==> config.mk <==
export PLATFORM = sky130hd
export DESIGN_NAME = fsm_full_flat
export DESIGN_NICKNAME = d
export VERILOG_FILES = /design/src/rtl/fsm_full_pkg.sv /design/src/rtl/fsm_full_if.sv /design/src/rtl/fsm_full.sv /design/src/flat_wrapper.sv
export SDC_FILE = /design/constraint.sdc
export NUM_CORES = 1
export LEC_CHECK = 0
export CORE_AREA = 5 5 42 44
export DETAILED_ROUTE_END_ITERATION = 7
export DIE_AREA = 0 0 47 49
export PLACE_DENSITY = 0.52
export SYNTH_ARGS = -nofsm -noshare
export SYNTH_HDL_FRONTEND = slang
export SYNTH_SLANG_ARGS = --single-unit
export TNS_END_PERCENT = 1
==> constraint.sdc <==
create_clock -name clock -period 2.1 [get_ports clock]
set_clock_uncertainty 0.1 [all_clocks]
set_input_delay 0.315 -clock clock [delete_from_list [all_inputs] [get_ports clock]]
set_output_delay 0.315 -clock clock [all_outputs]
set_load 0.1 [all_outputs]
==> src/rtl/fsm_full_pkg.sv <==
// fsm_full_pkg: shared definitions for the four-agent fixed-priority arbiter.
//   state_t    : 3-bit binary state encoding (IDLE, GNT0..GNT3)
//   NUM_AGENTS : number of requesting agents (fixed at 4)
package fsm_full_pkg;

   localparam int NUM_AGENTS = 4;

   // Codes 3'b101..3'b111 are unused; the arbiter recovers from them to IDLE.
   typedef enum logic [2:0] {
      IDLE = 3'b000,
      GNT0 = 3'b001,
      GNT1 = 3'b010,
      GNT2 = 3'b011,
      GNT3 = 3'b100
   } state_t;

endpackage

==> src/rtl/fsm_full_if.sv <==
// fsm_full_if: request/grant bundle between the bus agents and the arbiter.
//   req_0..req_3 : agent requests (agent 0 has highest priority)
//   gnt_0..gnt_3 : arbiter grants, at most one high at a time
//   state_dbg    : current arbiter state, for observation only
// Handshake: an agent raises req_x and keeps it high; the grant is held while
// req_x stays high and is taken away on the edge after req_x drops. Requests
// are level-sensitive and only seen on rising clock edges; a request pulse
// that never spans an edge is never granted. Losing agents must keep their
// request asserted until they are granted.
interface fsm_full_if;
   import fsm_full_pkg::*;

   logic   req_0;
   logic   req_1;
   logic   req_2;
   logic   req_3;
   logic   gnt_0;
   logic   gnt_1;
   logic   gnt_2;
   logic   gnt_3;
   state_t state_dbg;

   // Agent side: drives requests, observes grants.
   modport master (
      output req_0, req_1, req_2, req_3,
      input  gnt_0, gnt_1, gnt_2, gnt_3,
      input  state_dbg
   );

   // Arbiter side: observes requests, drives grants.
   modport slave (
      input  req_0, req_1, req_2, req_3,
      output gnt_0, gnt_1, gnt_2, gnt_3,
      output state_dbg
   );

endinterface

==> src/rtl/fsm_full.sv <==
// fsm_full: four-requester, single-grant Moore arbiter with fixed priority
// (req_0 > req_1 > req_2 > req_3) and no preemption.
//   clock : system clock, rising edge
//   reset : synchronous, active-high reset (forces IDLE)
//   bus   : fsm_full_if.slave carrying req_0..3 in, gnt_0..3 and state_dbg out
// A granted agent keeps its grant while it holds its request; the arbiter
// always passes through IDLE before granting again. Grants are decoded only
// from the state register, so there is no combinational req->gnt path.
module fsm_full
   import fsm_full_pkg::*;
(
   input  logic clock,
   input  logic reset,
   fsm_full_if.slave bus
);

   state_t state_q;
   state_t state_d;

   // Registered state.
   always_ff @(posedge clock) begin
      if (reset) begin
         state_q <= IDLE;
      end else begin
         state_q <= state_d;
      end
   end

   // Next state. Priority is only resolved in IDLE; once granted, the owner
   // is the only requester looked at, which is what blocks preemption and
   // forces an IDLE cycle between consecutive grants.
   always_comb begin
      state_d = IDLE;
      case (state_q)
         IDLE: begin
            if (bus.req_0)      state_d = GNT0;
            else if (bus.req_1) state_d = GNT1;
            else if (bus.req_2) state_d = GNT2;
            else if (bus.req_3) state_d = GNT3;
            else                state_d = IDLE;
         end
         GNT0:    state_d = bus.req_0 ? GNT0 : IDLE;
         GNT1:    state_d = bus.req_1 ? GNT1 : IDLE;
         GNT2:    state_d = bus.req_2 ? GNT2 : IDLE;
         GNT3:    state_d = bus.req_3 ? GNT3 : IDLE;
         // Unused codes fall back to IDLE on the next edge.
         default: state_d = IDLE;
      endcase
   end

   // Moore output decode; unused codes decode to all grants low.
   always_comb begin
      bus.gnt_0     = 1'b0;
      bus.gnt_1     = 1'b0;
      bus.gnt_2     = 1'b0;
      bus.gnt_3     = 1'b0;
      bus.state_dbg = state_q;
      case (state_q)
         GNT0:    bus.gnt_0 = 1'b1;
         GNT1:    bus.gnt_1 = 1'b1;
         GNT2:    bus.gnt_2 = 1'b1;
         GNT3:    bus.gnt_3 = 1'b1;
         default: ;
      endcase
   end

endmodule

==> src/flat_wrapper.sv <==
// flat-port wrapper written by rule: the top's interface ports become plain ports
module fsm_full_flat import fsm_full_pkg::*;
  (clock, reset, bus_req_0, bus_req_1, bus_req_2, bus_req_3, bus_gnt_0, bus_gnt_1, bus_gnt_2, bus_gnt_3, bus_state_dbg);
  fsm_full_if bus_i ();
  input  logic clock;
  input  logic reset;
  input wire logic [$bits(bus_i.req_0)-1:0] bus_req_0;
  input wire logic [$bits(bus_i.req_1)-1:0] bus_req_1;
  input wire logic [$bits(bus_i.req_2)-1:0] bus_req_2;
  input wire logic [$bits(bus_i.req_3)-1:0] bus_req_3;
  output wire logic [$bits(bus_i.gnt_0)-1:0] bus_gnt_0;
  output wire logic [$bits(bus_i.gnt_1)-1:0] bus_gnt_1;
  output wire logic [$bits(bus_i.gnt_2)-1:0] bus_gnt_2;
  output wire logic [$bits(bus_i.gnt_3)-1:0] bus_gnt_3;
  output wire logic [$bits(bus_i.state_dbg)-1:0] bus_state_dbg;
  assign bus_i.req_0 = bus_req_0;
  assign bus_i.req_1 = bus_req_1;
  assign bus_i.req_2 = bus_req_2;
  assign bus_i.req_3 = bus_req_3;
  assign bus_gnt_0 = bus_i.gnt_0;
  assign bus_gnt_1 = bus_i.gnt_1;
  assign bus_gnt_2 = bus_i.gnt_2;
  assign bus_gnt_3 = bus_i.gnt_3;
  assign bus_state_dbg = bus_i.state_dbg;
  fsm_full u_core (.clock(clock), .reset(reset), .bus(bus_i));
endmodule
==> reports/qor.yml <==
dp_slack_ps: 698
fin_crit_sh: 0.779
post-place-cells: 49
chipWidth_um: 47
worstMarginPinSlew_ps: 314
clk_pin_slew_ps: 40
final_cell_mix: "clkdlybuf4s50_1 (5), buf_12 (5), nor3b_4 (3), nor3_1 (3), clkbuf_4 (3)"
numCtsBuffers: 3
via_per_inst: 4.38
cts_tree: "done"
yosysUniqueCellTypes: 13
required_ps: 1680
row_count: 14
num_vias: 232
grt_pass1_vias: 217
cp-end-kind: "output pin"
fin_cells: 53
regArea_um2: 66.3
fin_nets: 44
setup_violations: 0
period_minus_slack_ps: 1640
post_cts_buffers: 0
drt-wirelength-per-cell_um: 10.5
max_freq_mhz: 611
multiInputGateArea_um2: 166
area_delta_synth_final_pct: 109
antenna_cells: 0
ios: 13
p_leak_uw: 0.000161
grt_first_pass_wirelength_um: 972
status: "finished, final reports clean"
cap_viol_max_count: 0
cts.sinks: 3
drc: 0
ant_nets: 0
ir_drop_v: 0.000428
htree_levels: 1
syn_nets: 29
critPathLaunchType: "flip-flop"
crit_arrival_ps: 1220
largest_reg_flops: 3
dieArea_mm2: 0.00230
clock_latency_ps: 230
fin_area_um2: 444
core_area_mm2: 0.00140
yosys_warnings: 0
grt_max_degree: 12
avgSynthCellArea_um2: 9.25
path_class: "flip-flop to output pin"
ctsHoldBuffers: 0
rsz0062_at_grt: "no"
crit_fanout: 11
gp_congestion: 0.641
routed_wl_um: 557
initial_utilization: 0.152
drt_iter0_markers: 3
cts-root-buf: "clkbuf_4"
drive_gt1_frac: 0.514
slew_viol_final: 0
antenna_found_initial: 0
powerDensity_mw_per_mm2: 730
netlist_area_um2: 213
first_pass_iters: 2
cts_buffer_depth: 2
ys_ff_latch: 3
fill_cells: 156
syn_inst: 23
cts_resized: 0
io_buffers: 12
worst_slack_ps: 463
synth-seq-area-share: 0.282
dp_hpwl_um: 423
tns_ps: 0
relSlewSlack: 0.791
placed_area_um2: 418
hp-class: "flip-flop to flip-flop"
hold_viol: 0
grt_use_total: 0.0598
die_y_um: 49
grt.overflow.total: 0
==> critical path, cell delays in order (launching register included) <==
cell     delay, ps
dfxtp_2        510
nor3b_4        280
buf_12         200
==> power by group <==
group	internal (uW)	switching [uW]
Clock	71.2	29.2
Sequential	62.5	19.1
Combinational	56.3	85.9
Total	190	134
==> worst paths after layout <==
path,from,end,slack [ps],cells after the start
worst max register to register,u_core.bus.state_dbg[0]$_SDFF_PP0_,u_core.bus.state_dbg[0]$_SDFF_PP0_,1060,3
worst max-delay path,u_core.bus.state_dbg[0]$_SDFF_PP0_,bus_gnt_0,460,2
worst min register to register,u_core.bus.state_dbg[2]$_SDFF_PP0_,u_core.bus.state_dbg[2]$_SDFF_PP0_,510,1
worst min-delay path,u_core.bus.state_dbg[2]$_SDFF_PP0_,u_core.bus.state_dbg[2]$_SDFF_PP0_,510,1
==> stage by stage <==
| stage | hold slack [ps] | util | power [uW] |
|---|---|---|---|
| 3_5_place_dp | 510 | 0.298 | 226 |
| 2_1_floorplan | 322 | - | 181 |
| 3_3_place_gp | 510 | 0.298 | 224 |
| 6_report | 510 | 0.317 | 324 |
| 5_1_grt | 525 | 0.317 | 346 |
| 4_1_cts | 515 | 0.317 | 330 |
==> per-layer routing <==
layer / global-route usage / share of wire / vias to the layer above
met1: 0.0810 / 0.43 / 101
met5: 0 / 0 / -
met3: 0.0554 / 0.17 / 2
met4: 0.0138 / 0.0072 / 0
met2: 0.0679 / 0.39 / 15
li1: - / - / 114
==> cells in the mapped netlist <==
cell,count,area share
a21oi_1,2,0.047
buf_6,2,0.11
dfxtp_1,3,0.28
nand2_1,2,0.035
nand2b_4,1,0.065
nand4b_1,1,0.041
nor2_1,2,0.035
nor3_1,3,0.071
nor3b_1,3,0.11
nor4b_4,1,0.11
o21a_1,1,0.035
o21ai_1,1,0.024
o32ai_1,1,0.041
==> cells by family after synthesis <==
logic type             share of synthesized area
flip-flops                                 0.282
AND/OR/NAND/NOR                            0.465
AO/OA/AOI/OAI                              0.147
buffers and inverters                      0.106
==> area by class of cell <==
cell class	instances	area share
multi-input combinational	18	0.375
timing repair buffer	12	0.372
sequential	3	0.149
clock buffer	4	0.0592
tap	16	0.0451
Power figures use the tool's default switching activity.
